===== config.mk =====
export PLATFORM = sky130hd
export DESIGN_NAME = decode_stage_flat
export DESIGN_NICKNAME = d
export VERILOG_FILES = /design/src/rtl/decode_stage_if.sv /design/src/rtl/decode_stage.sv /design/src/flat_wrapper.sv
export SDC_FILE = /design/constraint.sdc
export NUM_CORES = 1
export LEC_CHECK = 0
export CORE_MARGIN = 2
export CORE_UTILIZATION = 50
export CTS_CLUSTER_DIAMETER = 80
export DETAILED_ROUTE_END_ITERATION = 10
export DONT_BUFFER_PORTS = 1
export PLACE_DENSITY = 0.74
export SLEW_MARGIN = 30
export SYNTH_ARGS = -nofsm -noshare
export SYNTH_HDL_FRONTEND = slang
export SYNTH_SLANG_ARGS = --single-unit

===== constraint.sdc =====
create_clock -name clock -period 1.99 [get_ports clock]
set_input_delay 0.2985 -clock clock [delete_from_list [all_inputs] [get_ports clock]]
set_output_delay 0.2985 -clock clock [all_outputs]
set_load 0.01 [all_outputs]

===== src/rtl/decode_stage_if.sv =====
// Signal bundle between fetch, decode_stage, execute and write-back.
// The bench drives the master side and decode_stage is the slave.
interface decode_stage_if #(
  parameter int DATA_W = 32,
  parameter int VALC_W = 16
);
  logic              in_valid;
  logic              in_ready;
  logic [3:0]        icode;
  logic [3:0]        ifun;
  logic [3:0]        rA;
  logic [3:0]        rB;
  logic [VALC_W-1:0] valC;
  logic              wb_en;
  logic [3:0]        wb_dst;
  logic [DATA_W-1:0] wb_data;
  logic              out_valid;
  logic              out_ready;
  logic [3:0]        out_icode;
  logic [3:0]        out_ifun;
  logic [DATA_W-1:0] out_valA;
  logic [DATA_W-1:0] out_valB;
  logic [DATA_W-1:0] out_valC;
  logic [3:0]        out_dstE;
  logic              out_err;
  logic              halted;

  modport master (
    output in_valid, icode, ifun, rA, rB, valC, wb_en, wb_dst, wb_data, out_ready,
    input  in_ready, out_valid, out_icode, out_ifun, out_valA, out_valB, out_valC,
           out_dstE, out_err, halted
  );

  modport slave (
    input  in_valid, icode, ifun, rA, rB, valC, wb_en, wb_dst, wb_data, out_ready,
    output in_ready, out_valid, out_icode, out_ifun, out_valA, out_valB, out_valC,
           out_dstE, out_err, halted
  );
endinterface


===== src/rtl/decode_stage.sv =====
// Decode/operand-fetch stage: 15-entry register file, per-register scoreboard
// interlock with write-back bypass, and a one-deep registered output to execute.
module decode_stage #(
  parameter int DATA_W = 32,
  parameter int VALC_W = 16
) (
  input logic          clock,
  input logic          reset_n,
  decode_stage_if.slave bus
);
  localparam logic [3:0] REG_NONE = 4'hF;
  localparam logic [3:0] IC_HALT  = 4'h0;
  localparam logic [3:0] IC_NOP   = 4'h1;
  localparam logic [3:0] IC_RRMOV = 4'h2;
  localparam logic [3:0] IC_IRMOV = 4'h3;
  localparam logic [3:0] IC_OP    = 4'h6;

  typedef struct packed {
    logic              blk;
    logic [DATA_W-1:0] val;
  } operand_t;

  // A same-cycle write-back both supplies the value and lifts the interlock.
  function automatic operand_t fetch_operand(
    input logic [3:0]        src,
    input logic [DATA_W-1:0] rf [15],
    input logic [14:0]       sb,
    input logic              wb_en,
    input logic [3:0]        wb_dst,
    input logic [DATA_W-1:0] wb_data
  );
    operand_t op;
    op = '0;
    if (src == REG_NONE) begin
      op = '0;
    end else if (wb_en && (wb_dst == src)) begin
      op.val = wb_data;
    end else begin
      op.val = rf[src];
      op.blk = sb[src];
    end
    return op;
  endfunction

  logic [DATA_W-1:0] rf_r [15];
  logic [14:0]       sb_r;
  logic [14:0]       sb_next_s;
  logic [14:0]       clr_mask_s;
  logic [14:0]       set_mask_s;
  logic [3:0]        src_a_s;
  logic [3:0]        src_b_s;
  logic [3:0]        dst_s;
  logic              err_s;
  operand_t          op_a_s;
  operand_t          op_b_s;
  logic              ready_s;
  logic              accept_s;
  logic              wb_write_s;

  logic              out_valid_r;
  logic [3:0]        out_icode_r;
  logic [3:0]        out_ifun_r;
  logic [DATA_W-1:0] out_valA_r;
  logic [DATA_W-1:0] out_valB_r;
  logic [DATA_W-1:0] out_valC_r;
  logic [3:0]        out_dstE_r;
  logic              out_err_r;
  logic              halted_r;

  // Source/destination selection by instruction code.
  always_comb begin
    src_a_s = REG_NONE;
    src_b_s = REG_NONE;
    dst_s   = REG_NONE;
    err_s   = 1'b0;
    case (bus.icode)
      IC_HALT, IC_NOP: dst_s = REG_NONE;
      IC_RRMOV: begin
        src_a_s = bus.rA;
        dst_s   = bus.rB;
      end
      IC_IRMOV: dst_s = bus.rB;
      IC_OP: begin
        src_a_s = bus.rA;
        src_b_s = bus.rB;
        dst_s   = bus.rB;
      end
      default: err_s = 1'b1;
    endcase
  end

  // Operand read, interlock, handshake and scoreboard next state.
  always_comb begin
    op_a_s     = fetch_operand(src_a_s, rf_r, sb_r, bus.wb_en, bus.wb_dst, bus.wb_data);
    op_b_s     = fetch_operand(src_b_s, rf_r, sb_r, bus.wb_en, bus.wb_dst, bus.wb_data);
    ready_s    = !halted_r && !op_a_s.blk && !op_b_s.blk && (!out_valid_r || bus.out_ready);
    accept_s   = bus.in_valid && ready_s;
    wb_write_s = bus.wb_en && (bus.wb_dst != REG_NONE);
    clr_mask_s = wb_write_s ? (15'd1 << bus.wb_dst) : 15'd0;
    set_mask_s = (accept_s && (dst_s != REG_NONE)) ? (15'd1 << dst_s) : 15'd0;
    sb_next_s  = (sb_r & ~clr_mask_s) | set_mask_s;
  end

  // Register file and scoreboard state.
  always_ff @(posedge clock or negedge reset_n) begin
    if (!reset_n) begin
      for (int i = 0; i < 15; i++) begin
        rf_r[i] <= '0;
      end
      sb_r <= 15'd0;
    end else begin
      sb_r <= sb_next_s;
      if (wb_write_s) begin
        rf_r[bus.wb_dst] <= bus.wb_data;
      end
    end
  end

  // Output register towards execute, plus the sticky halt flag.
  always_ff @(posedge clock or negedge reset_n) begin
    if (!reset_n) begin
      out_valid_r <= 1'b0;
      out_icode_r <= 4'h0;
      out_ifun_r  <= 4'h0;
      out_valA_r  <= '0;
      out_valB_r  <= '0;
      out_valC_r  <= '0;
      out_dstE_r  <= REG_NONE;
      out_err_r   <= 1'b0;
      halted_r    <= 1'b0;
    end else if (accept_s) begin
      out_valid_r <= 1'b1;
      out_icode_r <= bus.icode;
      out_ifun_r  <= bus.ifun;
      out_valA_r  <= op_a_s.val;
      out_valB_r  <= op_b_s.val;
      out_valC_r  <= {{(DATA_W-VALC_W){bus.valC[VALC_W-1]}}, bus.valC};
      out_dstE_r  <= dst_s;
      out_err_r   <= err_s;
      halted_r    <= halted_r || (bus.icode == IC_HALT);
    end else if (bus.out_ready) begin
      out_valid_r <= 1'b0;
    end
  end

  assign bus.in_ready  = ready_s;
  assign bus.out_valid = out_valid_r;
  assign bus.out_icode = out_icode_r;
  assign bus.out_ifun  = out_ifun_r;
  assign bus.out_valA  = out_valA_r;
  assign bus.out_valB  = out_valB_r;
  assign bus.out_valC  = out_valC_r;
  assign bus.out_dstE  = out_dstE_r;
  assign bus.out_err   = out_err_r;
  assign bus.halted    = halted_r;
endmodule

===== src/flat_wrapper.sv =====
// flat-port wrapper written by rule: the top's interface ports become plain ports
module decode_stage_flat 
#(
  parameter int DATA_W = 32,
  parameter int VALC_W = 16
)
  (clock, reset_n, bus_in_valid, bus_icode, bus_ifun, bus_rA, bus_rB, bus_valC, bus_wb_en, bus_wb_dst, bus_wb_data, bus_out_ready, bus_in_ready, bus_out_valid, bus_out_icode, bus_out_ifun, bus_out_valA, bus_out_valB, bus_out_valC, bus_out_dstE, bus_out_err, bus_halted);
  decode_stage_if #(.DATA_W(DATA_W), .VALC_W(VALC_W)) bus_i ();
  input logic clock;
  input logic reset_n;
  input wire logic [$bits(bus_i.in_valid)-1:0] bus_in_valid;
  input wire logic [$bits(bus_i.icode)-1:0] bus_icode;
  input wire logic [$bits(bus_i.ifun)-1:0] bus_ifun;
  input wire logic [$bits(bus_i.rA)-1:0] bus_rA;
  input wire logic [$bits(bus_i.rB)-1:0] bus_rB;
  input wire logic [$bits(bus_i.valC)-1:0] bus_valC;
  input wire logic [$bits(bus_i.wb_en)-1:0] bus_wb_en;
  input wire logic [$bits(bus_i.wb_dst)-1:0] bus_wb_dst;
  input wire logic [$bits(bus_i.wb_data)-1:0] bus_wb_data;
  input wire logic [$bits(bus_i.out_ready)-1:0] bus_out_ready;
  output wire logic [$bits(bus_i.in_ready)-1:0] bus_in_ready;
  output wire logic [$bits(bus_i.out_valid)-1:0] bus_out_valid;
  output wire logic [$bits(bus_i.out_icode)-1:0] bus_out_icode;
  output wire logic [$bits(bus_i.out_ifun)-1:0] bus_out_ifun;
  output wire logic [$bits(bus_i.out_valA)-1:0] bus_out_valA;
  output wire logic [$bits(bus_i.out_valB)-1:0] bus_out_valB;
  output wire logic [$bits(bus_i.out_valC)-1:0] bus_out_valC;
  output wire logic [$bits(bus_i.out_dstE)-1:0] bus_out_dstE;
  output wire logic [$bits(bus_i.out_err)-1:0] bus_out_err;
  output wire logic [$bits(bus_i.halted)-1:0] bus_halted;
  assign bus_i.in_valid = bus_in_valid;
  assign bus_i.icode = bus_icode;
  assign bus_i.ifun = bus_ifun;
  assign bus_i.rA = bus_rA;
  assign bus_i.rB = bus_rB;
  assign bus_i.valC = bus_valC;
  assign bus_i.wb_en = bus_wb_en;
  assign bus_i.wb_dst = bus_wb_dst;
  assign bus_i.wb_data = bus_wb_data;
  assign bus_i.out_ready = bus_out_ready;
  assign bus_in_ready = bus_i.in_ready;
  assign bus_out_valid = bus_i.out_valid;
  assign bus_out_icode = bus_i.out_icode;
  assign bus_out_ifun = bus_i.out_ifun;
  assign bus_out_valA = bus_i.out_valA;
  assign bus_out_valB = bus_i.out_valB;
  assign bus_out_valC = bus_i.out_valC;
  assign bus_out_dstE = bus_i.out_dstE;
  assign bus_out_err = bus_i.out_err;
  assign bus_halted = bus_i.halted;
  decode_stage #(.DATA_W(DATA_W), .VALC_W(VALC_W)) u_core (.clock(clock), .reset_n(reset_n), .bus(bus_i));
endmodule

==> flow_metrics.env <==
export IMPL_relSlewSlack_pct=0.674
export IMPL_synth_top_flop_cell="dfrtp_1"
export IMPL_start_kind="input pin"
export IMPL_slew_viol_final=0
export IMPL_htree_levels=2
export IMPL_grt_pass1_wl_um=162000
export IMPL_finalCriticalPeriod_ns=2.83
export IMPL_cts_root_buf="clkbuf_16"
export IMPL_yosysTopAreaCell="dfrtp_1"
export IMPL_place_area_mm2=0.0338
export IMPL_initialDrtViolationCount=3043
export IMPL_dr_wl_met3_um=12100
export IMPL_synthTopCellsByCount="dfrtp_1 (586), mux2_2 (481), nand2_1 (303)"
export IMPL_ys_warn_count=0
export IMPL_syn_num_nets=2994
export IMPL_criticalPathCategory="input pin to flop"
export IMPL_rsz0062_at_grt="yes"
export IMPL_hold_slack_ns=-0.245
export IMPL_clkTransAtPathRegs_ns=0.06
export IMPL_die_w_um=258
export IMPL_cp_required_ns=2.51
export IMPL_yosysMostFrequentCell="dfrtp_1"
export IMPL_ant_nets=0
export IMPL_top_layer="met4"
export IMPL_drive_above_1_share_pct=31.8
export IMPL_utilization_pct=58.2
export IMPL_netlist_area_leader_share_pct=45.5
export IMPL_pin_count=185
export IMPL_die_height_um=258
export IMPL_power_density_mw_per_mm2=981
export IMPL_wl_met1_um=41200
export IMPL_synth_area_leaders="dfrtp_1 (45%), mux2_2 (17%), mux4_2 (4.5%)"
export IMPL_wl_met2_um=49300
export IMPL_die_area_mm2=0.0666
export IMPL_overflow=0
export IMPL_cts_buffers=61
export IMPL_fillers=4980
export IMPL_areaGrowthSynthToFinish_pct=15.7
export IMPL_first_global_vias=26460
export IMPL_grt_max_degree=591
export IMPL_crit_fanout=301
export IMPL_fin_crit_sh_pct=142
export IMPL_initial_utilization_pct=50.3
export IMPL_yosys_cell_types_count=53
export IMPL_total_leakage_power_nw=15.7
export IMPL_port_buffers=0
export IMPL_yosysSeqAreaShare_pct=45.8
export IMPL_setup_tns_ns=-82.50
export IMPL_ir_worst_vdd_v=0.000585
export IMPL_rows=93
export IMPL_place_inst=3611
export IMPL_netlist_instances=2921
export IMPL_setup_viol=111
export IMPL_cts_buffer_depth=3
export IMPL_syn_mean_instance_area_um2=11.0
export IMPL_finalHoldViolations=128
export IMPL_synth_cell_area_mm2=0.0323
export IMPL_synthArstFlopShare_pct=100
export IMPL_instances_no_fill=3815
export IMPL_hp_class="input pin to async pin"
export IMPL_place_congestion=0.917
export IMPL_status="finished with violations"
export IMPL_worst_slack_ns=-0.843
export IMPL_tightest_slew_ns=1.49
export IMPL_cts_sinks=590
export IMPL_cts_tree="done"
export IMPL_cap_violations=0
export IMPL_finalClockSkew_ns=0.0264
export IMPL_vias_per_cell=6.79
export IMPL_vias=25914
export IMPL_nets=2987
export IMPL_synth_seq_cells=590
export IMPL_critPathCaptureType="flop"
export IMPL_drt_first_pass_iters=6
export IMPL_worstPathArrival_ns=3.35
export IMPL_grt_total_usage_pct=31.7
export IMPL_antenna_found_initial=1
export IMPL_post_route_drc_count=0
export IMPL_synth_edf_count=0
export IMPL_core_mm2=0.0641
export IMPL_routedWlPerCell_um=28.3
export IMPL_worstSkewPairLatency_ns=0.66
export IMPL_wl_um=108000
export IMPL_hpwl_um=59100
export IMPL_post_place_ws_ns=-0.603
export IMPL_stdcell_area_mm2=0.0373
export IMPL_clock_fmax_ghz=0.353
export IMPL_violations="hold timing, setup timing"
## logic make-up after synthesis
kind of cell,after synthesis,synth area share (%)
DFF,590,45.8
AOI/OAI and AO/OA,651,12.8
and+or+nand+nor,546,7.78
muxes,774,28.7
buffers and inverters,355,4.74
xor gates and xnor gates,5,0.136
## path summary, 6_finish.rpt
kind	startpoint	endpoint	slack (ns)	cells past startpoint
min	reset_n	u_core.rf_r[1]	-0.24	2
min in group clock	bus_wb_data[11]	u_core.bus.out_valB[11]	0.03	3
max in group asynchronous	reset_n	u_core.rf_r[371]	0.50	4
min reg2reg	u_core.bus.out_dstE[3]	u_core.bus.out_dstE[3]	0.51	2
max	bus_rB[0]	u_core.bus.out_valA[14]	-0.84	9
max reg2reg	u_core.sb_r[0]	u_core.bus.out_valA[14]	-0.53	10
## cell usage in the layout, fill, tap and decap left out, drive strengths merged, types with 3 or more instances in the layout
cell type,instances
a21o,4
nor4,3
nor4b,5
or3,5
a22oi,63
and2,4
dfrtp,586
clkinv,9
dlygate4sd3,63
mux4,65
nor2,89
o21ai,166
o22ai,34
and3,4
nor3,8
nand3,36
nand2,303
inv,47
a22o,12
nand3b,35
mux2,570
nor2b,38
a31oi,33
nand2b,10
o211ai,101
a21oi,162
a32o,33
buf,172
mux2i,139
dfstp,4
a221oi,33
clkbuf,101
xnor2,3
## per-layer routing
metal	vias up	GRT usage, %
met5	-	0
met4	0	15.8
met3	393	7.38
met2	1689	49.3
met1	13165	41.6
li1	10667	-
## state kept, by name (all words and copies together) (netlist names)
| register | count |
|---|---|
| u_core.bus.out_valB | 32 |
| u_core.bus.out_ifun | 4 |
| u_core.bus.out_valC | 16 |
| u_core.bus.out_icode | 4 |
| u_core.sb_r | 15 |
| u_core.bus.halted | 1 |
| u_core.bus.out_dstE | 4 |
| u_core.rf_r | 480 |
| u_core.bus.out_valid | 1 |
| u_core.bus.out_valA | 32 |
| u_core.bus.out_err | 1 |
## cell type report
cell class | count | area [um^2] | share of cell area [%]
multi-input combinational | 1976 | 16500 | 44.2
sequential | 590 | 14800 | 39.6
timing repair buffer | 238 | 2890 | 7.75
clock buffer | 98 | 1830 | 4.89
tap | 855 | 1070 | 2.87
inverter | 47 | 176 | 0.473
clock inverter | 10 | 92.6 | 0.248
antenna | 1 | 2.50 | 0.00670
## where the power goes
| group | internal [mW] | switching [mW] |
|---|---|---|
| registers | 14.7 | 2.46 |
| clock network | 6.24 | 4.97 |
| logic | 4.74 | 3.50 |
| total | 25.7 | 10.9 |
## metrics by stage
stage          hold slack (ns)  total power [mW]
2_1_floorplan          0.00291              22.4
3_3_place_gp            0.0155              23.2
3_5_place_dp            0.0198              23.9
4_1_cts                 -0.663              36.1
5_1_grt                 -0.230              38.1
6_report                -0.245              36.6
## timing repair
action / in CTS / in global routing
resized for setup: 84 / 44
hold endpoints to repair: 1152 / 190
cloned: 9 / 3
setup buffers: 14 / 10
pin swaps: 6 / 6
hold buffers: 62 / 4
endpoints found under the setup margin: 111 / 111
## worst max-delay path, stage by stage
cell       delay, ns
o41ai_1         0.91
o22ai_2         0.17
o2bb2ai_2       0.16
o21ai_2         0.07
and4_4          0.30
buf_16          0.17
buf_12          0.13
buf_12          0.15
mux2_4          0.31
(Power assumes the default switching activity.)
